[src/rtl/fsk_frame_deserializer_if.sv]
// ---------------------------------------------------------------------------
// fsk_frame_deserializer_if
//
// Bundles the bit-stream input and the word/status outputs of the FSK frame
// deserializer.
//
//   bit_in      demodulated bit, meaningful only while bit_en=1
//   bit_en      one-cycle bit strobe from the bit timing stage
//   word_out    last assembled 16-bit data word, MSB = first received bit
//   word_valid  one-cycle pulse, word_out updated this cycle
//   frame_start one-cycle pulse, sync word accepted
//   locked      high while the deserializer is framed (DATA or CHECK)
//   sync_lost   one-cycle pulse, sync mismatch at a frame boundary
//   parity_err  parity failure flag, qualified by word_valid
//
// Modports:
//   master - bit-stream source / word consumer side
//   slave  - the deserializer itself
// ---------------------------------------------------------------------------
interface fsk_frame_deserializer_if;
    logic        bit_in;
    logic        bit_en;
    logic [15:0] word_out;
    logic        word_valid;
    logic        frame_start;
    logic        locked;
    logic        sync_lost;
    logic        parity_err;

    modport master (
        output bit_in,
        output bit_en,
        input  word_out,
        input  word_valid,
        input  frame_start,
        input  locked,
        input  sync_lost,
        input  parity_err
    );

    modport slave (
        input  bit_in,
        input  bit_en,
        output word_out,
        output word_valid,
        output frame_start,
        output locked,
        output sync_lost,
        output parity_err
    );
endinterface

[src/rtl/fsk_frame_deserializer.sv]
// ---------------------------------------------------------------------------
// fsk_frame_deserializer
//
// Hunts for a 16-bit sync word in the recovered FSK bit stream, then packs
// the following bits MSB-first into 16-bit data words. After every
// WORDS_PER_FRAME words the next 16 bits must be the sync word again,
// otherwise lock is dropped and hunting restarts.
//
// Ports:
//   clk    system clock
//   reset  asynchronous, active-low reset
//   bus    fsk_frame_deserializer_if.slave (bit_in/bit_en in, word and
//          status pulses out; all outputs registered)
//
// Parameters:
//   SYNC_WORD        frame sync pattern, compared MSB-first
//   WORDS_PER_FRAME  data words between sync words, 1..255
//
// Build option:
//   FSK_DESER_PARITY_EN  when defined, every data word is followed by an
//                        odd-parity bit, checked into parity_err. When not
//                        defined, words are 16 bits and parity_err is 0.
//
// state | meaning
// ------+--------------------------------------------------------------
// HUNT  | searching the bit stream for SYNC_WORD, not locked
// DATA  | assembling data words of the current frame
// CHECK | collecting 16 bits that must repeat SYNC_WORD
// ---------------------------------------------------------------------------
module fsk_frame_deserializer #(
    parameter logic [15:0] SYNC_WORD       = 16'hEB90,
    parameter int          WORDS_PER_FRAME = 8
) (
    input  logic                    clk,
    input  logic                    reset,
    fsk_frame_deserializer_if.slave bus
);

    localparam logic [1:0] ST_HUNT  = 2'd0;
    localparam logic [1:0] ST_DATA  = 2'd1;
    localparam logic [1:0] ST_CHECK = 2'd2;

    localparam logic [7:0] WORDS_LAST    = 8'(WORDS_PER_FRAME);
    localparam logic [4:0] SYNC_LAST_BIT = 5'd15;
`ifdef FSK_DESER_PARITY_EN
    // bit_cnt value when the parity bit (17th bit) arrives
    localparam logic [4:0] DATA_LAST_BIT = 5'd16;
`else
    localparam logic [4:0] DATA_LAST_BIT = 5'd15;
`endif

    logic [1:0]  state_q,       state_d;
    logic [15:0] sreg_q,        sreg_d;
    logic [15:0] dreg_q,        dreg_d;
    logic [4:0]  bit_cnt_q,     bit_cnt_d;
    logic [7:0]  word_cnt_q,    word_cnt_d;
    logic [15:0] word_out_q,    word_out_d;
    logic        word_valid_q,  word_valid_d;
    logic        frame_start_q, frame_start_d;
    logic        locked_q,      locked_d;
    logic        sync_lost_q,   sync_lost_d;
    logic        parity_err_q,  parity_err_d;

    logic [15:0] sreg_shift;
    logic [15:0] dreg_shift;
    logic [7:0]  word_cnt_inc;

    always_comb begin
        state_d       = state_q;
        sreg_d        = sreg_q;
        dreg_d        = dreg_q;
        bit_cnt_d     = bit_cnt_q;
        word_cnt_d    = word_cnt_q;
        word_out_d    = word_out_q;
        // pulses default low so they last one cycle even under back-to-back bit_en
        word_valid_d  = 1'b0;
        frame_start_d = 1'b0;
        sync_lost_d   = 1'b0;
        parity_err_d  = 1'b0;

        // post-shift views; the dropped MSB falls off the top of the shift
        sreg_shift   = (sreg_q << 1) | {15'd0, bus.bit_in};
        dreg_shift   = (dreg_q << 1) | {15'd0, bus.bit_in};
        word_cnt_inc = word_cnt_q + 8'd1;

        if (bus.bit_en) begin
            case (state_q)
                ST_HUNT: begin
                    sreg_d = sreg_shift;
                    if (sreg_shift == SYNC_WORD) begin
                        state_d       = ST_DATA;
                        bit_cnt_d     = 5'd0;
                        word_cnt_d    = 8'd0;
                        frame_start_d = 1'b1;
                    end
                end

                ST_DATA: begin
                    if (bit_cnt_q == DATA_LAST_BIT) begin
                        word_valid_d = 1'b1;
                        bit_cnt_d    = 5'd0;
                        word_cnt_d   = word_cnt_inc;
`ifdef FSK_DESER_PARITY_EN
                        // bit_in is the parity bit: the 17 bits must hold an odd number of ones
                        word_out_d   = dreg_q;
                        parity_err_d = ~(^{dreg_q, bus.bit_in});
`else
                        dreg_d       = dreg_shift;
                        word_out_d   = dreg_shift;
`endif
                        if (word_cnt_inc == WORDS_LAST) begin
                            state_d = ST_CHECK;
                        end
                    end else begin
                        dreg_d    = dreg_shift;
                        bit_cnt_d = bit_cnt_q + 5'd1;
                    end
                end

                ST_CHECK: begin
                    // sreg keeps the received bits on a miss so an overlapping
                    // sync word can still be caught by HUNT on the next bit
                    sreg_d = sreg_shift;
                    if (bit_cnt_q == SYNC_LAST_BIT) begin
                        bit_cnt_d = 5'd0;
                        if (sreg_shift == SYNC_WORD) begin
                            state_d       = ST_DATA;
                            word_cnt_d    = 8'd0;
                            frame_start_d = 1'b1;
                        end else begin
                            state_d     = ST_HUNT;
                            sync_lost_d = 1'b1;
                        end
                    end else begin
                        bit_cnt_d = bit_cnt_q + 5'd1;
                    end
                end

                default: begin
                    state_d = ST_HUNT;
                end
            endcase
        end

        locked_d = (state_d != ST_HUNT);
    end

    always_ff @(posedge clk or negedge reset) begin
        if (!reset) begin
            state_q       <= ST_HUNT;
            sreg_q        <= 16'h0000;
            dreg_q        <= 16'h0000;
            bit_cnt_q     <= 5'd0;
            word_cnt_q    <= 8'd0;
            word_out_q    <= 16'h0000;
            word_valid_q  <= 1'b0;
            frame_start_q <= 1'b0;
            locked_q      <= 1'b0;
            sync_lost_q   <= 1'b0;
            parity_err_q  <= 1'b0;
        end else begin
            state_q       <= state_d;
            sreg_q        <= sreg_d;
            dreg_q        <= dreg_d;
            bit_cnt_q     <= bit_cnt_d;
            word_cnt_q    <= word_cnt_d;
            word_out_q    <= word_out_d;
            word_valid_q  <= word_valid_d;
            frame_start_q <= frame_start_d;
            locked_q      <= locked_d;
            sync_lost_q   <= sync_lost_d;
            parity_err_q  <= parity_err_d;
        end
    end

    assign bus.word_out    = word_out_q;
    assign bus.word_valid  = word_valid_q;
    assign bus.frame_start = frame_start_q;
    assign bus.locked      = locked_q;
    assign bus.sync_lost   = sync_lost_q;
    assign bus.parity_err  = parity_err_q;

endmodule

[src/flat_wrapper.sv]
// flat-port wrapper written by rule: the top's interface ports become plain ports
module fsk_frame_deserializer_flat 
#(
    parameter logic [15:0] SYNC_WORD       = 16'hEB90,
    parameter int          WORDS_PER_FRAME = 8
)
  (clk, reset, bus_bit_in, bus_bit_en, bus_word_out, bus_word_valid, bus_frame_start, bus_locked, bus_sync_lost, bus_parity_err);
  fsk_frame_deserializer_if bus_i ();
  input  logic clk;
  input  logic reset;
  input wire logic [$bits(bus_i.bit_in)-1:0] bus_bit_in;
  input wire logic [$bits(bus_i.bit_en)-1:0] bus_bit_en;
  output wire logic [$bits(bus_i.word_out)-1:0] bus_word_out;
  output wire logic [$bits(bus_i.word_valid)-1:0] bus_word_valid;
  output wire logic [$bits(bus_i.frame_start)-1:0] bus_frame_start;
  output wire logic [$bits(bus_i.locked)-1:0] bus_locked;
  output wire logic [$bits(bus_i.sync_lost)-1:0] bus_sync_lost;
  output wire logic [$bits(bus_i.parity_err)-1:0] bus_parity_err;
  assign bus_i.bit_in = bus_bit_in;
  assign bus_i.bit_en = bus_bit_en;
  assign bus_word_out = bus_i.word_out;
  assign bus_word_valid = bus_i.word_valid;
  assign bus_frame_start = bus_i.frame_start;
  assign bus_locked = bus_i.locked;
  assign bus_sync_lost = bus_i.sync_lost;
  assign bus_parity_err = bus_i.parity_err;
  fsk_frame_deserializer #(.SYNC_WORD(SYNC_WORD), .WORDS_PER_FRAME(WORDS_PER_FRAME)) u_core (.clk(clk), .reset(reset), .bus(bus_i));
endmodule
[config.mk]
export PLATFORM = sky130hd
export DESIGN_NAME = fsk_frame_deserializer_flat
export DESIGN_NICKNAME = d
export VERILOG_FILES = /design/src/rtl/fsk_frame_deserializer_if.sv /design/src/rtl/fsk_frame_deserializer.sv /design/src/flat_wrapper.sv
export SDC_FILE = /design/constraint.sdc
export NUM_CORES = 1
export LEC_CHECK = 0
export CAP_MARGIN = 25
export CORE_MARGIN = 2
export CORE_UTILIZATION = 61
export DETAILED_ROUTE_END_ITERATION = 7
export GPL_TIMING_DRIVEN = 1
export PLACE_DENSITY_LB_ADDON = 0.2
export SETUP_SLACK_MARGIN = 0.15
export SYNTH_ARGS = -nofsm -noshare
export SYNTH_HDL_FRONTEND = slang
export SYNTH_SLANG_ARGS = --single-unit
[constraint.sdc]
create_clock -name clk -period 4.6 [get_ports clk]
set_clock_uncertainty 0.15 [all_clocks]
set_input_delay 0.46 -clock clk [delete_from_list [all_inputs] [get_ports clk]]
set_output_delay 0.46 -clock clk [all_outputs]
set_load 0.1 [all_outputs]
==> results.txt <==
----------------------------------------------------
[Worst setup path]
  CP max FO ... 17
  Worst reg2reg path startpoint ... u_core.state_q[1]
  Cell with the largest stage delay on the worst path ... sky130_fd_sc_hd__clkdlybuf4s50_1
  End of the worst register-to-register path ... u_core.bus.word_out[4]
  Critical path data arrival time ... 2550 ps
  Startpoint class of the critical path ... primary input
  Worst setup slack for register-to-register paths ... ~2200 ps
  Element type at the critical path end ... register
  WP data required ... approximately 4700 ps
  Critical path endpoint ... u_core.bus.word_out[4]
  Category of the most critical setup path ... primary input to register
  CP Cell Sequence ... clkdlybuf4s50_1 > nand2_1 > nor2_1 > buf_4 > mux2_2
  Slowest Stage Delay on Critical Path ... approximately 730 ps
  Critical Path Start ... bus_bit_en
  Number of cells on the worst reg-to-reg path ... 6

[Clocking]
  TritonCTS Sinks ... 65
  Number of H-tree levels ... 3
  Post-CTS setup buffers ... 0
  Clock tree from TritonCTS ... done
  Buffer cell driving the clock tree root ... sky130_fd_sc_hd__clkbuf_8
  Clk Latency, worst-skew pair ... 340 ps
  Number of instances resized during post-cts repair ... 0
  Num CTS Buffers ... 9
  Max Buffers Root-to-Sink ... 2
  Clk pin slew, worst setup/hold paths ... approximately 70 ps
  # hold bufs at CTS ... 0

[Route]
  Number of vias per cell after detailed routing ... ~6.0
  Count of TritonRoute iterations in the first routing pass ... 4
  Drt drc ... 0
  Number of vias after detailed routing ... between 1,500 and 2,000
  Drt wl/cell ... 16.54 um
  Residual antenna-violating net count after detailed routing ... 0
  DRT Wirelength ... 5044 um
  DRC marker count from the first detailed-route iteration ... 166

[Timing]
  Fmax ... 403.4 MHz
  Final total negative setup slack ... 0 ps
  Max-slew violation count ... 0
  Actual slew at the worst max-slew pin ... 999.2 ps
  Unrepaired setup endpoints after global routing ... false
  Slew Limit Headroom ... 0.3318
  Final setup fails ... 0
  Final-report hold violation count ... 0
  Part of the cycle the worst path needs ... 0.5389
  Final critical-path required period ... approximately 2500 ps

[Global route]
  Vias in the first global route ... 1,811
  Global-route wire length before repair ... between 8000 and 9000 um
  Number of antenna violations at the first check in global routing ... 0
  Total congestion overflow after global routing ... 0
  Global Route Usage Sum ... 0.2227
  Maximum number of pins on one net before global-route repair ... 36

[Synthesis]
  Dominant cells by area after synthesis ... sky130_fd_sc_hd__dfrtp_1 57%, sky130_fd_sc_hd__mux2_2 18%, sky130_fd_sc_hd__ha_1 3.1%
  Syn_area_per_cell ... 13.08 sq um
  Synth warn ... 0
  Library cell with the largest summed area after synthesis ... sky130_fd_sc_hd__dfrtp_1
  Instance count of the mapped netlist ... 219
  Area share of the largest cell type after synthesis ... 0.5677
  Sequential share of the synthesized area ... 0.5677
  Count of distinct cell types in the synthesized netlist ... 38
  Net count after synthesis ... 230
  Post-Synthesis Cell Area ... 0.002865 sq mm
  Flops & latches, synth ... 65

[Final layout]
  Area growth from synthesis to layout ... 17.38%
  Non-Filler Cell Area, Final ... 0.003363 sq mm
  Fraction of layout instances using a drive strength above 1 ... 0.2688
  Final net count ... 261
  Number of diodes added for antenna fixing ... 0
  Most frequent cells in the layout ... 65 x sky130_fd_sc_hd__dfrtp_1, 46 x sky130_fd_sc_hd__mux2_2, 22 x sky130_fd_sc_hd__clkdlybuf4s50_1
  Most frequent standard cell in the layout excluding fill and tap cells ... sky130_fd_sc_hd__dfrtp_1

[Die]
  Starting density of the core ... 0.6447
  Height of the die ... 72.54 um
  Die area ... around 0.0053 sq mm
  Io pins ... 25
  Core box area ... 0.004444 sq mm
  FP Rows ... 24
  Overall die width ... 72.54 um

[Flow run]
  Max-capacitance violation count ... 0

[Status]
  Result of the run ... finished, final reports clean

[Place]
  Detailed placement HPWL ... ~3400 um
  Final Wtd Congestion ... 0.7622
  Number of port buffers ... 23
  Placed inst area ... about 0.0031 sq mm

[Power]
  Switching power share of the total ... 0.3017
  Internal cell power ... 1.282 mW
  Peak VDD IR ... 0.3087 mV
  Share of power burned in registers ... 0.465
  Net switching power figure ... roughly 0.55 mW
  Total leakage power ... 1.552 nW
  Post-layout total power ... about 1.8 mW
  Share of total power in the clock network ... 0.290
  PD cells ... 545.9 mW/mm^2
  Combinational fraction of design power ... 0.246

[Worst hold path]
  Worst min-delay path class ... primary input to async pin

----------------------------------------------------
## worst min-delay path by stage
| stage | start | endpoint | cells after the start |
|---|---|---|---|
| 6_report | reset | u_core.bit_cnt_q[1] | 1 |
| 5_1_grt | reset | u_core.bit_cnt_q[0] | 1 |
| 4_1_cts | reset | u_core.bit_cnt_q[0] | 1 |
| 3_5_place_dp | u_core.bus.word_out[7] | u_core.bus.word_out[7] | 1 |
| 3_3_place_gp | u_core.dreg_q[14] | u_core.bus.word_out[15] | 1 |
| 2_1_floorplan | reset | u_core.bit_cnt_q[0] | 0 |
## power by group through the flow
stage                     logic (mW)  clock network [mW]  registers (mW)
after global routing           0.491               0.568           0.876
after detailed placement       0.449                   0           0.861
final                          0.451               0.532           0.853
after CTS                      0.452               0.542           0.852
after global placement         0.435                   0           0.850
after floorplan                0.309                   0           0.878
## synthesized netlist by cell type
| cell | instances |
|---|---|
| sky130_fd_sc_hd__o21ai_1 | 1 |
| sky130_fd_sc_hd__o211ai_1 | 1 |
| sky130_fd_sc_hd__conb_1 | 1 |
| sky130_fd_sc_hd__o21a_1 | 3 |
| sky130_fd_sc_hd__o41ai_1 | 1 |
| sky130_fd_sc_hd__nor4b_1 | 1 |
| sky130_fd_sc_hd__nor3_1 | 2 |
| sky130_fd_sc_hd__a311o_1 | 1 |
| sky130_fd_sc_hd__and2_1 | 3 |
| sky130_fd_sc_hd__nor4_4 | 1 |
| sky130_fd_sc_hd__nand4b_1 | 3 |
| sky130_fd_sc_hd__dfrtp_1 | 65 |
| sky130_fd_sc_hd__a22o_1 | 4 |
| sky130_fd_sc_hd__a32o_1 | 1 |
| sky130_fd_sc_hd__mux2_2 | 46 |
| sky130_fd_sc_hd__clkbuf_1 | 3 |
| sky130_fd_sc_hd__or4b_4 | 1 |
| sky130_fd_sc_hd__buf_4 | 2 |
| sky130_fd_sc_hd__buf_2 | 1 |
| sky130_fd_sc_hd__xor2_1 | 4 |
| sky130_fd_sc_hd__nand2_1 | 11 |
| sky130_fd_sc_hd__nor2b_1 | 5 |
| sky130_fd_sc_hd__mux2i_1 | 1 |
| sky130_fd_sc_hd__inv_1 | 5 |
| sky130_fd_sc_hd__o311ai_0 | 1 |
| sky130_fd_sc_hd__a31oi_1 | 1 |
| sky130_fd_sc_hd__nand2b_4 | 1 |
| sky130_fd_sc_hd__o2111ai_1 | 1 |
| sky130_fd_sc_hd__nand3_1 | 5 |
| sky130_fd_sc_hd__and4b_1 | 1 |
| sky130_fd_sc_hd__ha_1 | 7 |
| sky130_fd_sc_hd__o311ai_2 | 1 |
| sky130_fd_sc_hd__o21ai_0 | 15 |
| sky130_fd_sc_hd__or4b_1 | 1 |
| sky130_fd_sc_hd__a21oi_1 | 2 |
| sky130_fd_sc_hd__nor2_1 | 11 |
| sky130_fd_sc_hd__and4_1 | 1 |
| sky130_fd_sc_hd__o31ai_1 | 4 |
## per-layer routing
layer,routed length [um],share of wire,GRT usage
met2,2396,0.48,0.3303
met4,101,0.020,0.09671
met1,2356,0.47,0.3116
met5,0,0,0
met3,191,0.038,0.05972
## metrics by stage
step,std cells,hold slack (ps),util,worst slack (ps)
floorplan,219,14.41,-,2410
global placement,291,331.8,0.7081,1808
detailed placement,291,346.5,0.7081,1790
CTS,305,23.77,0.7568,2103
global route,305,60.82,0.7568,1933
finish,305,12.96,0.7568,2121
## critical path, delay by kind of cell
family                 cells  cell delay, ps
multiplexers               1             370
buffers and inverters      2            1000
AND/OR/NAND/NOR            2             710
## cell type report
type                       count  area, sq um
sequential                    65         1627
multi-input combinational    143         1189
fill                         290         1081
timing repair buffer          26        247.7
clock buffer                  11        151.4
clock inverter                 3        65.06
tap                           52        65.06
inverter                       5        18.77
## flip-flops by register name (all words and copies together), names as in the netlist
name                    count
u_core.bus.word_out        16
u_core.word_cnt_q           8
u_core.state_q              2
u_core.sreg_q              15
u_core.bus.frame_start      1
u_core.bus.sync_lost        1
u_core.bus.locked           1
u_core.dreg_q              15
u_core.bus.word_valid       1
u_core.bit_cnt_q            5
## kinds of logic after synthesis
family	Yosys count	share of synthesized area
xor+xnor	4	0.01223
other cells	1	0.001309
buf+inv	11	0.01746
simple gates	47	0.09782
mux	47	0.1843
flops	65	0.5677
fa+ha+maj	7	0.03057
compound gates	37	0.08865
(Power assumes the default switching activity.)
